### src/rtl/proc_ctrl_fsm.sv
// Instruction sequencer for the 9-bit processor datapath.
// Holds the instruction register and the T0..T3 step FSM. It decodes the state
// and the IR into the bus-mux select and the datapath enables.
// Optional feature: define CTRL_MVNZ_EN to decode opcode 100 as mvnz
// (a conditional move on gNz). When the macro is not defined, opcode 100 is a NOP.
module proc_ctrl_fsm (
    input  logic       clk,
    input  logic       resetn,
    input  logic       run,
    input  logic [8:0] din,
    input  logic       gNz,
    output logic [3:0] ctrlVar,
    output logic [7:0] rIn,
    output logic       aIn,
    output logic       gIn,
    output logic       addSub,
    output logic       irIn,
    output logic       done
);

    typedef enum logic [1:0] {StT0, StT1, StT2, StT3} state_e;

    localparam logic [2:0] OpMv   = 3'b000;
    localparam logic [2:0] OpMvi  = 3'b001;
    localparam logic [2:0] OpAdd  = 3'b010;
    localparam logic [2:0] OpSub  = 3'b011;
`ifdef CTRL_MVNZ_EN
    localparam logic [2:0] OpMvnz = 3'b100;
`endif

    localparam logic [3:0] SelDin  = 4'd8;
    localparam logic [3:0] SelG    = 4'd9;
    localparam logic [3:0] SelIdle = 4'hF;

    state_e     state_q;
    logic [8:0] ir_q;

    logic [2:0] opcode;
    logic [2:0] x_sel;
    logic [2:0] y_sel;
    logic [7:0] x_onehot;

    assign opcode   = ir_q[8:6];
    assign x_sel    = ir_q[5:3];
    assign y_sel    = ir_q[2:0];
    assign x_onehot = 8'd1 << x_sel;

`ifndef CTRL_MVNZ_EN
    // gNz only matters for mvnz.
    logic unused_gnz;
    assign unused_gnz = gNz;
`endif

    // State register and instruction fetch; IR only loads in T0 with run high.
    always_ff @(posedge clk or negedge resetn) begin
        if (!resetn) begin
            state_q <= StT0;
            ir_q    <= 9'd0;
        end else begin
            unique case (state_q)
                StT0: begin
                    if (run) begin
                        ir_q    <= din;
                        state_q <= StT1;
                    end
                end
                StT1: begin
                    if (opcode == OpAdd || opcode == OpSub) begin
                        state_q <= StT2;
                    end else begin
                        state_q <= StT0;
                    end
                end
                StT2:    state_q <= StT3;
                StT3:    state_q <= StT0;
                default: state_q <= StT0;
            endcase
        end
    end

    // Combinational decode of state and IR into the mux select and enables.
    always_comb begin
        ctrlVar = SelIdle;
        rIn     = 8'd0;
        aIn     = 1'b0;
        gIn     = 1'b0;
        addSub  = 1'b0;
        irIn    = 1'b0;
        done    = 1'b0;
        unique case (state_q)
            StT0: begin
                irIn = run;
            end
            StT1: begin
                case (opcode)
                    OpMv: begin
                        ctrlVar = {1'b0, y_sel};
                        rIn     = x_onehot;
                        done    = 1'b1;
                    end
                    OpMvi: begin
                        ctrlVar = SelDin;
                        rIn     = x_onehot;
                        done    = 1'b1;
                    end
                    OpAdd, OpSub: begin
                        ctrlVar = {1'b0, x_sel};
                        aIn     = 1'b1;
                    end
`ifdef CTRL_MVNZ_EN
                    OpMvnz: begin
                        ctrlVar = {1'b0, y_sel};
                        rIn     = gNz ? x_onehot : 8'd0;
                        done    = 1'b1;
                    end
`endif
                    default: begin
                        done = 1'b1;
                    end
                endcase
            end
            // T2/T3 are only reachable for add/sub.
            StT2: begin
                ctrlVar = {1'b0, y_sel};
                gIn     = 1'b1;
                addSub  = (opcode == OpSub);
            end
            StT3: begin
                ctrlVar = SelG;
                rIn     = x_onehot;
                done    = 1'b1;
            end
            default: begin
                ctrlVar = SelIdle;
            end
        endcase
    end

endmodule

### config.mk
export PLATFORM = sky130hd
export DESIGN_NAME = proc_ctrl_fsm
export DESIGN_NICKNAME = d
export VERILOG_FILES = /design/src/rtl/proc_ctrl_fsm.sv
export SDC_FILE = /design/constraint.sdc
export NUM_CORES = 1
export LEC_CHECK = 0
export ABC_AREA = 0
export CAP_MARGIN = 0
export CORE_UTILIZATION = 35
export DETAILED_ROUTE_END_ITERATION = 10
export PLACE_DENSITY = 0.72
export SKIP_CTS_REPAIR_TIMING = 1
export SYNTH_ARGS = -nofsm -noshare
export SYNTH_HDL_FRONTEND = slang
export SYNTH_SLANG_ARGS = --single-unit
### constraint.sdc
create_clock -name clk -period 4.05 [get_ports clk]
set_input_delay 0.6075 -clock clk [delete_from_list [all_inputs] [get_ports clk]]
set_output_delay 0.6075 -clock clk [all_outputs]
set_load 0.02 [all_outputs]
==> results of run 1 <==
==> registers in the layout (all words and copies together), names as in the netlist, named ones only <==
register  count
state_q       1
ir_q          9
==> worst min-delay path by stage <==
| stage | cells after the start | endpoint | startpoint | slack, ps |
|---|---|---|---|---|
| after floorplan | 0 | async pin | resetn | 310 |
| after global placement | 1 | ir_q[0]$_DFFE_PN0P_ | ir_q[0]$_DFFE_PN0P_ | 540 |
| after detailed placement | 1 | ir_q[0]$_DFFE_PN0P_ | ir_q[0]$_DFFE_PN0P_ | 540 |
| after CTS | 1 | ir_q[0]$_DFFE_PN0P_ | ir_q[0]$_DFFE_PN0P_ | 560 |
| after global routing | 1 | ir_q[0]$_DFFE_PN0P_ | ir_q[0]$_DFFE_PN0P_ | 590 |
| final | 1 | ir_q[0]$_DFFE_PN0P_ | ir_q[0]$_DFFE_PN0P_ | 560 |
==> area by class of cell <==
cell class                      count  area (um2)
Clock buffer                        4       26.28
Fill cell                         148       651.9
Inverter                            4       15.01
Multi-Input combinational cell     48       307.8
Sequential cell                    11       275.3
Tap cell                           24       30.03
Timing Repair Buffer               29       287.8
==> worst max-delay path, delay by kind of cell (launching register included) <==
kind                   cells  cell delay, ps
AND/OR/NAND/NOR            2             420
buffers and inverters      1             620
flip-flops                 1             520
AO/OA/AOI/OAI              1             150
==> cell usage in the layout, fill, tap and decap left out, drive strengths merged <==
cell	count
clkdlybuf4s50	28
nor2	11
dfrtp	11
nand2	6
o21ai	5
mux2	5
inv	4
clkbuf	4
nor3	3
nand2b	3
o211ai	2
a221oi	2
o22ai	2
and2b	1
a21oi	1
o31a	1
nor2b	1
a211oi	1
nand3b	1
nor3b	1
and4b	1
or2	1
buf	1
==> power by group <==
| part | internal, uW | total, uW | switching, uW |
|---|---|---|---|
| clock | 38.1 | 73.9 | 35.8 |
| combinational | 162 | 310 | 148 |
| sequential | 161 | 231 | 70.5 |
| total | 360 | 615 | 254 |
==> layer usage <==
layer,GRT usage,part of all wire
met1,0.2179,0.48
met2,0.2471,0.43
met3,0.02857,0.060
met4,0.1273,0.025
met5,0,0
==> cell families (layout without fill, tap and decap cells) <==
| kind of cell | after synthesis | after routing | synth area share |
|---|---|---|---|
| muxes | 5 | 5 | 0.09599 |
| and+or+nand+nor | 29 | 29 | 0.2480 |
| DFF | 11 | 11 | 0.4400 |
| AOI/OAI and AO/OA | 14 | 14 | 0.1480 |
| buffers and inverters | 7 | 37 | 0.06798 |
==> stage by stage <==
step	instances	cell area (um2)	setup slack, ps	total power [uW]	hold WS [ps]
5_1_grt	120	942.2	1346	668.2	585.8
3_5_place_dp	116	915.9	1511	544.7	541.9
2_1_floorplan	66	625.6	2157	427.5	311.9
3_3_place_gp	116	915.9	1499	542.6	542.8
4_1_cts	120	942.2	1455	622.0	563.9
6_report	120	942.2	1465	614.7	561.4
==> results.cfg, run 1 <==
[sta]
fmax_mhz = 386.8
slew_viol_final = 0
setup_viol = 0
clock_skew_ps = 3.924
hold_viol = 0
worst_slew_pin_slew_ps = 524.7
rsz0062_at_grt = false
fin_tns_setup_ps = 0
period_minus_slack_ps = 2585
slew_headroom = 0.6491
fin_crit_sh = 0.6383

[critical_path]
slowest_delay_ps = 620
path_class = flip-flop to output pin
endpoint = ctrlVar[0]
reg2reg_depth = 3
cp.required_ps = 3440
crit_fanout = 9
endpoint_kind = output pin
critPathLaunch = state_q[0]$_DFFE_PN0P_
critPathSlowestCell = clkdlybuf4s50_1
worstPathArrival_ps = 1980
path_cells = and2b_2 > nor2b_1 > o21ai_1 > clkdlybuf4s50_1
start_kind = flip-flop
reg2reg_slack_ps = 2590
r2r-end = ir_q[4]$_DFFE_PN0P_

[global_route]
grt_pass1_vias = 531
grt_antenna_before_repair = 0
grt_max_degree = 14
grt_pass1_wl_um = 2332
grt_usage = 0.1677
grt.overflow.total = 0

[floorplan]
pin_count = 30
core_mm2 = 0.001594
die_h_um = 44.28
initial_core_util = 0.3925
die_w_um = 44.28
fp-row-count = 14
design.die.area_mm2 = 0.001960

[cts]
clock_sinks = 11
clk_latency_ps = 270
cts_tree = yes
cts_max_path_buffers = 2
htreeDepth = 1
cts_buffers = 3
cts-root-buf = clkbuf_4
path_clk_slew_ps = 70

[layout]
post-route-util = 0.5911
antenna_cells = 0
syn2layout_area_growth_pct = 50.60
drive_gt1_frac = 0.1354
final_nets = 110

[logic_synthesis]
synthFlopType = dfrtp_1
ys_seq_area_frac = 0.4400
synth_common_cells = dfrtp_1 (11), nor2_1 (11), nand2_1 (6)
synth_fp_nets = 79
yosysTopAreaCell = dfrtp_1
synthTopCellsByArea = dfrtp_1 (44%), mux2_2 (7.2%), nor2_1 (6.6%), buf_6 (3.6%), nand2_1 (3.6%)
synth_top_area_share = 0.4400
syn_avg_cell_area_um2 = 9.479
synth_edf_count = 0
synth_seq_cells = 11
ys_types = 24
yosys_warnings = 0
netlist_area_um2 = 625.6
syn_inst = 66
async_reset_ff_frac = 1.000

[detailed_routing]
route.detailed.drc = 0
antenna_left = 0
dr.pass1.iters = 4
wl_per_cell_um = 11.26
routed_wl_um = 1351
drt-initial-drc-count = 5
vias = 578
viasPerCell = 4.817

[placement]
place.gp.congestion = 0.8069
portBuffers = 28
hpwl_um = 1010

[worst_hold_path]
hp-class = flip-flop to flip-flop

[status]
status = finished, final reports clean

[pwr]
vdd_ir_drop_max_mv = 0.3357
leakage_uw = 0.0003783
powerDensity_mw_per_mm2 = 652.4

[job]
drv_cap = 0
Note: power is estimated with default switching activity, not from simulation.
==> run 2, diff against run 1 <==
- clock period: 4.05 -> 2.5 ns (I/O delays scaled with it)
==> results.cfg, run 2 (synthesis results as in run 1) <==
[detailed_routing]
antenna_left = 0
viasPerCell = 4.908
vias = 589
routed_wl_um = 1424
route.detailed.drc = 0
drt-initial-drc-count = 14
wl_per_cell_um = 11.87
dr.pass1.iters = 2

[critical_path]
path_class = flip-flop to output pin
slowest_delay_ps = 620
critPathSlowestCell = clkdlybuf4s50_1
endpoint_kind = output pin
path_cells = and2b_2 > nor2b_1 > o21ai_1 > clkdlybuf4s50_1
worstPathArrival_ps = 2020
crit_fanout = 9
cp.required_ps = 2120
critPathLaunch = state_q[0]$_DFFE_PN0P_
cp_num_buf_inv = 1
critical_path.top_delay_family = buffers and inverters
start_kind = flip-flop

[placement]
place.gp.congestion = 0.8098
portBuffers = 28
hpwl_um = 1039
post-place-ws_ps = 426.5

[job]
drv_cap = 0

[layout]
largest_register_ffs = 9
reg_top3 = ir_q (9), state_q (1)
drive_gt1_frac = 0.1354
final_cell_mix = clkdlybuf4s50_1 (28), nor2_1 (11), dfrtp_1 (11), nand2_1 (6)
fillCellCount = 149
regMostFlops = ir_q
syn2layout_area_growth_pct = 50.60
final_common_cell = clkdlybuf4s50_1
multiInputGateArea_um2 = 307.8
seq_area_um2 = 275.3
final_nets = 110
antenna_cells = 0

[sta]
hold_slack_ps = 436.0
rsz0062_at_grt = false
clock_skew_ps = 6.996
fin_ws_ps = 107.4
worst_slew_pin_slew_ps = 506.3
fin_tns_setup_ps = 0
slew_headroom = 0.6614
fin_crit_sh = 0.9570
fmax_mhz = 418.0
period_minus_slack_ps = 2393
hold_viol = 0
slew_viol_final = 0
setup_viol = 0

[floorplan]
die_w_um = 44.28
core_mm2 = 0.001594
design.die.area_mm2 = 0.001960
initial_core_util = 0.3925
pin_count = 30
die_h_um = 44.28
fp-row-count = 14

[cts]
cts_tree = yes
cts-root-buf = clkbuf_4
clock_sinks = 11
htreeDepth = 1
cts_buffers = 3
clk_latency_ps = 270
cts_max_path_buffers = 2
path_clk_slew_ps = 70

[pwr]
leakage_uw = 0.0003783
sw_frac_of_total = 0.4187
p_seq_frac = 0.375
powerDensity_mw_per_mm2 = 1065
vdd_ir_drop_max_mv = 0.5403
p_int_uw = 583.5
p_switching_uw = 420.3
clockPowerShare = 0.122
power_frac_comb = 0.503

[global_route]
grt_pass1_vias = 522
grt_antenna_before_repair = 0
grt.overflow.total = 0
grt_max_degree = 14
grt_pass1_wl_um = 2325
grt_usage = 0.1689

[worst_hold_path]
hp-class = input port to async pin

[status]
status = finished, final reports clean
[run 2: cell counts in the layout (fill, tap and decap cells not counted)]
No cell type changed its count.
[run 2: worst register-to-register path: cells and delay by family (launching register included)]
| family | cells | cell delay, ps |
|---|---|---|
| flip-flops | 1 | 510 |
| multiplexers | 1 | 350 |
| buffers and inverters | 1 | 230 |
| AND/OR/NAND/NOR | 1 | 260 |
[run 2: metrics by stage]
step	util	total power [uW]	instance area (um2)	instances
3_3_place_gp	0.5746	879.0	915.9	116
6_report	0.5911	1004	942.2	120
3_5_place_dp	0.5746	885.6	915.9	116
5_1_grt	0.5911	1080	942.2	120
2_1_floorplan	-	692.6	625.6	66
4_1_cts	0.5911	1010	942.2	120
[run 2: path summary, 6_finish.rpt]
path,to,slack (ps),cells after the start
worst max-delay path,ctrlVar[0],110,4
worst min-delay path,ir_q[1]$_DFFE_PN0P_,440,1
worst max register to register,ir_q[4]$_DFFE_PN0P_,1050,3
worst min register to register,ir_q[0]$_DFFE_PN0P_,560,1
max in group asynchronous,ir_q[8]$_DFFE_PN0P_,1720,1
min in group clk,ir_q[0]$_DFFE_PN0P_,560,1
[run 2: cell type report]
| cell class | instances | area share |
|---|---|---|
| Inverter | 4 | 0.01594 |
| Timing Repair Buffer | 29 | 0.3054 |
| Tap cell | 24 | 0.03187 |
| Multi-Input combinational cell | 48 | 0.3267 |
| Sequential cell | 11 | 0.2922 |
| Clock buffer | 4 | 0.02789 |
[run 2: power by group through the flow]
stage	registers, uW	clock network [uW]	logic, uW
after CTS	376	124	510
after global routing	395	135	550
after detailed placement	380	0	506
final	377	123	505
after global placement	378	0	501
after floorplan	328	0	364
[run 2: per-layer routing]
| metal | routed length (um) | up-vias | GRT usage |
|---|---|---|---|
| li1 | - | 288 | - |
| met1 | 690 | 273 | 0.2326 |
| met2 | 626 | 24 | 0.2353 |
| met3 | 73 | 4 | 0.02857 |
| met4 | 34 | 0 | 0.1273 |
| met5 | 0 | - | 0 |
==> variant 1: new RTL, config.mk and constraints of run 2 <==
Encoding of `state_e`: now one-hot (4 bits for 4 states).
--- a/src/rtl/proc_ctrl_fsm.sv
+++ b/src/rtl/proc_ctrl_fsm.sv
@@ -19,5 +19,5 @@
 );
 
-    typedef enum logic [1:0] {StT0, StT1, StT2, StT3} state_e;
+    typedef enum logic [3:0] {StT0 = 4'b0001, StT1 = 4'b0010, StT2 = 4'b0100, StT3 = 4'b1000} state_e;
 
     localparam logic [2:0] OpMv   = 3'b000;
Check against the original RTL: no difference found for any inputs over 10 cycles, from zero or initial values and one cycle with resetn low; not proved beyond that.
==> variant 1 against run 2 <==
Design area up 30%. Total power down 3.5%. Non-clock buffer count up 7. First-iteration DRC count down 64%. Synthesized area up 29%. Worst setup slack better by 0.075 ns. Sequential cell count up 2. Via count up 23%. Routed wire length up 37%. Hold slack better by 0.0085 ns.
==> variant 1: results (changes against run 2) <==
The run finished with clean final reports. The sum of met3 wire segment lengths after detailed routing came out at 97 um (+33%). The sequential share of the synthesized area is 0.404 (-0.0360). The total routing usage reported by global routing is 0.179 (+0.00988). The number of DRC violations after detailed-routing iteration 0 came out at 5 (-9).

The antenna diode count came out at 0 (unchanged). Routed signal wires occupy layers up through met4. The internal power contribution is 590 uW (+1.0%). The met2 layer usage reported by global route came out at 0.291 (+0.0558). The total length of routed met2 wires is 945 um (+51%).

The final HPWL from detailed placement is 1.45 mm (+39%). The number of warnings printed during yosys synthesis came out at 0 (unchanged). The via count of the first global-routing pass was 758 (+45%). The mean instance size in the synthesized netlist is 10.1 sq um (+6.6%). The overall via count from detail_route is 724 (+23%). The number of fillers in the final layout is 193 (+30%). The global-route wire length before repair is 3.33 mm (+43%). On the critical path, the stage with the largest delay is an instance of sky130_fd_sc_hd__or4b_4. The share of synthesized registers carrying an async set or reset came out at 1.00 (unchanged). The final setup skew came out at 0.00283 ns (-0.00417 ns). The fraction of layout instances using a drive strength above 1 is 0.217 (+0.0820).

The final estimated routing congestion in global placement is 0.786 (-3.0%). The routed length on met1 is 863 um (+25%). The highest net fanout along the worst path came out at 4 (-5). The worst stage delay on the critical path is 0.57 ns (-0.05 ns). The total nets after synthesis came to 93 (+18%). The number of buffers inserted during clock tree synthesis is 3 (unchanged). The critical path data arrival time was 1.94 ns (-0.08 ns). The met3 track demand over resource is 0.0247 (-0.00388). The detailed-route wire length per cell came out at 13.7 um (+15%). Counting instances in the post-synthesis netlist gives the leading cell types as sky130_fd_sc_hd__dfrtp_1 (12), sky130_fd_sc_hd__nor3_1 (11), sky130_fd_sc_hd__mux2_2 (9). The final net count is 129 (+17%).

The maximum vdd drop was 0.582 mV (+7.7%). The level count of the clock H-tree came to 1 (unchanged). The total iterations of the first detailed-routing run came out at 2 (unchanged). The maximum number of pins on one net before global-route repair came out at 15 (+1). Ranked by total cell area, the synthesized netlist is headed by sky130_fd_sc_hd__dfrtp_1 (37%), sky130_fd_sc_hd__mux2_2 (13%), sky130_fd_sc_hd__nor3_1 (6.8%), sky130_fd_sc_hd__nand2b_1 (3.9%), sky130_fd_sc_hd__dfstp_2 (3.3%). The relative max-transition margin came out at 0.611 (-0.0509). The routing usage on met1 is 0.216 (-0.0165). The leakage power was 0.000616 uW (+63%). The number of cell instances on the worst register-to-register path is 4 (+1). The mean number of vias per cell came out at 5.06 (+3.1%). In this run the worst setup path begins at state_q[3].

The largest registers in the layout are ir_q (9), state_q (4). In this run the worst hold path is classified as input port to asynchronous set/reset pin. The number of distinct library cells after synthesis is 28 (+17%). The post-placement cell area is 1160 sq um (+27%). The clock network latency to the later pin of the worst-skew pair came out at 0.29 ns (+0.02 ns). The clock transition at the register clock pins on the worst setup and hold paths after CTS is 0.09 ns (+0.02 ns). The placed cell count came out at 139 (+20%). The number of maximum-capacitance violations came out at 0 (unchanged).
## variant 1: critical path, delay by kind of cell (launching register included)
family                 cells  cell delay, ns
AOI/OAI and AO/OA          2            0.48
buffers and inverters      1            0.21
DFF                        1            0.40
and+or+nand+nor            1            0.57
## variant 1: cell type report
cell class	instances	share of cell area
Multi-Input combinational cell	62	0.377
Tap cell	28	0.0287
Sequential cell	13	0.267
Timing Repair Buffer	36	0.305
Clock buffer	4	0.0215
## variant 1: worst paths after layout
| kind | endpoint | slack, ns |
|---|---|---|
| worst min register to register | ir_q[0] | 0.54 |
| min in group clk | ir_q[0] | 0.54 |
| max in group asynchronous | state_q[2] | 1.68 |
| worst min-delay path | ir_q[4] | 0.44 |
| worst max register to register | ir_q[0] | 0.86 |
| worst max-delay path | ctrlVar[1] | 0.18 |
## variant 1: cell families (layout without fill, tap and decap cells)
group | count (synthesis) | in the layout | share of synthesized area
muxes | 9 | 9 | 0.125
AOI/OAI and AO/OA | 11 | 11 | 0.0929
and+or+nand+nor | 41 | 41 | 0.341
DFF | 13 | 13 | 0.404
buffers and inverters | 5 | 40 | 0.0263
xor gates and xnor gates | 1 | 1 | 0.0108
## variant 1: through the flow
stage          worst slack, ns  utilization
2_1_floorplan            0.454            -
3_3_place_gp             0.170        0.531
3_5_place_dp             0.175        0.531
4_1_cts                 -0.164        0.543
5_1_grt                 0.0597        0.557
6_report                 0.183        0.557
## variant 1: power groups by stage
stage               Sequential, uW  Combinational [uW]  Clock (uW)
finish                         412                 416         141
floorplan                      366                 302           0
global placement               406                 407           0
CTS                            412                 422         144
detailed placement             416                 420           0
global route                   425                 455         151
==> variant 2: new RTL, config.mk and constraints of run 2 <==
Without the edit above. Add a define of `CTRL_MVNZ_EN`.
--- a/src/rtl/proc_ctrl_fsm.sv
+++ b/src/rtl/proc_ctrl_fsm.sv
@@ -4,4 +4,6 @@
 // Optional feature: define CTRL_MVNZ_EN to decode opcode 100 as mvnz
 // (a conditional move on gNz). When the macro is not defined, opcode 100 is a NOP.
+`define CTRL_MVNZ_EN
+
 module proc_ctrl_fsm (
     input  logic       clk,
Function: changed (Yosys sat finds a counterexample within 4 cycles, from zero or initial values and one cycle with resetn low).
==> variant 2 against run 2 <==
Core utilization fell by 5.2 points. Synthesized area rose by 15%. Critical endpoint is now ctrlVar[2]. Global-route usage barely moved. Sequential cell count did not move. Hold slack got worse by 0.014 ns. Combinational power rose by 35%. Total power rose by 24%. Routed wire length rose by 11%. Sequential power rose by 16%. Highest routed layer unchanged. Worst setup slack improved by 0.036 ns. Count of clock-buffer cells in the layout fell by 1. Design area rose by 11%.
==> variant 2: results (changes against run 2) <==
The sequential share of the synthesized area came out at 0.383 (-0.0574). The highest net fanout along the worst path is 12 (+3). The leakage power came out at 0.000416 uW (+9.9%).

The maximum vdd drop came to 0.678 mV (+25%). By area the synthesized netlist is led by sky130_fd_sc_hd__dfrtp_1 (38%), sky130_fd_sc_hd__mux2_1 (7.8%), sky130_fd_sc_hd__nor3_1 (5.6%), sky130_fd_sc_hd__nor2_1 (4.7%), sky130_fd_sc_hd__nand2b_1 (4.3%). The flow ran to the end, and the final reports show no timing, DRC or antenna violations. The worst-case setup slack after placement is 0.0787 ns (-0.348 ns). The fraction of layout instances using a drive strength above 1 is 0.135 (-0.000801). The number of fillers in the final layout came out at 195 (+31%).

Clock tree synthesis selected as its root buffer the cell sky130_fd_sc_hd__clkbuf_4. The maximum number of pins on one net before global-route repair came out at 13 (-1). The launching instance or port of the critical path is ir_q[7]. The internal reg-to-reg setup slack came out at 1.06 ns. The via count of the first global-routing pass was 550 (+5.4%). The placed cell count is 127 (+9.5%). The number of buffers inserted during clock tree synthesis came out at 3 (unchanged).

The global-route wire length before repair is 2.57 mm (+10%). The final HPWL from detailed placement came out at 1.15 mm (+11%). The maximum buffer depth of the clock tree came to 2 (unchanged). The mean instance size in the synthesized netlist came out at 9.59 sq um (+1.2%). The number of DRC violations after detailed-routing iteration 0 came to 11 (-3). The number of distinct library cells after synthesis came to 24 (unchanged). The transition time at the pin with the least slew margin came out at 0.496 ns (-0.0101 ns).

The worst stage delay on the critical path came out at 0.65 ns (+0.03 ns). The final estimated routing congestion in global placement is 0.758 (-6.4%). The overall via count from detail_route is 638 (+8.3%). The worst setup margin came out at 0.144 ns (+0.0361 ns).

The detailed-route wire length per cell came to 12.0 um (+1.4%). The total routing usage reported by global routing came out at 0.169 (-0.000296). The quantity of I/O buffers inserted on ports is 29 (+3.6%). The total nets after synthesis is 88 (+11%). The final setup skew was 0.00774 ns (+0.000739 ns).

The proportion of netlist area held by the largest area contributor is 0.383 (-0.0574). The final net count came out at 118 (+7.3%). The level count of the clock H-tree is 1 (unchanged). By count the netlist is led by sky130_fd_sc_hd__dfrtp_1 (11), sky130_fd_sc_hd__nor2_1 (9), sky130_fd_sc_hd__nor3_1 (8). The overall routed net length came out at 1.58 mm (+11%). The slowest stage of the critical path is the sky130_fd_sc_hd__clkdlybuf4s50_1 cell. The post-placement cell area was 1010 sq um (+11%). The share of synthesized registers carrying an async set or reset is 1.00 (unchanged).

The critical path data arrival time was 1.98 ns (-0.04 ns). The total iterations of the first detailed-routing run came out at 5 (+3).
## variant 2: changes by cell type in the layout (fill, tap and decap cells not counted), sizes merged, moves of 2 or more
cell,delta
o32ai,+2
or2b,+3
dlymetal6s2s,+2
nor2b,+2
nand2b,+3
o21ai,-2
nor3,+5
o22ai,-2
nor2,-2
nand2,-3
mux2,+2
a21oi,+3
a221oi,-2
## variant 2: area by class of cell
type | count | area [sq um] | share of cell area
Clock buffer | 3 | 22.5 | 0.0215
Clock inverter | 1 | 5.00 | 0.00478
Inverter | 3 | 11.3 | 0.0108
Multi-Input combinational cell | 56 | 394 | 0.376
Sequential cell | 11 | 278 | 0.265
Tap cell | 27 | 33.8 | 0.0323
Timing Repair Buffer | 30 | 303 | 0.289
## variant 2: final timing paths
path | to | cells after the start
worst max-delay path | ctrlVar[2] | 4
worst min-delay path | ir_q[1] | 1
worst max register to register | ir_q[5] | 3
worst min register to register | ir_q[0] | 1
max in group asynchronous | state_q[0] | 1
min in group clk | ir_q[0] | 1
## variant 2: metal layers
layer,routed length (um),vias up,track usage
met5,0,-,0
met4,25,0,0.103
met3,110,2,0.0231
met2,687,35,0.236
met1,754,282,0.243
li1,-,319,-
## variant 2: worst max-delay path, delay by kind of cell, from the launching register on
| family | cells | cell delay [ns] |
|---|---|---|
| buffers and inverters | 1 | 0.65 |
| DFF | 1 | 0.50 |
| AOI/OAI and AO/OA | 2 | 0.36 |
| and+or+nand+nor | 1 | 0.18 |
## variant 2: logic make-up (layout without fill, tap and decap cells)
kind of cell,Yosys count,count (layout),share of synthesized area
compound gates,13,13,0.157
buf+inv,8,37,0.0696
flops,11,11,0.383
mux,7,7,0.110
simple gates,36,36,0.282
## variant 2: through the flow
stage | total power [uW] | hold WS (ns)
3_5_place_dp | 1120 | 0.514
4_1_cts | 1260 | 0.437
3_3_place_gp | 1110 | 0.504
2_1_floorplan | 892 | 0.0794
6_report | 1250 | 0.422
5_1_grt | 1340 | 0.461
## variant 2: report_power, final
group,internal (uW),switching [uW]
combinational,349,335
sequential,268,170
clock,59.4,66.1
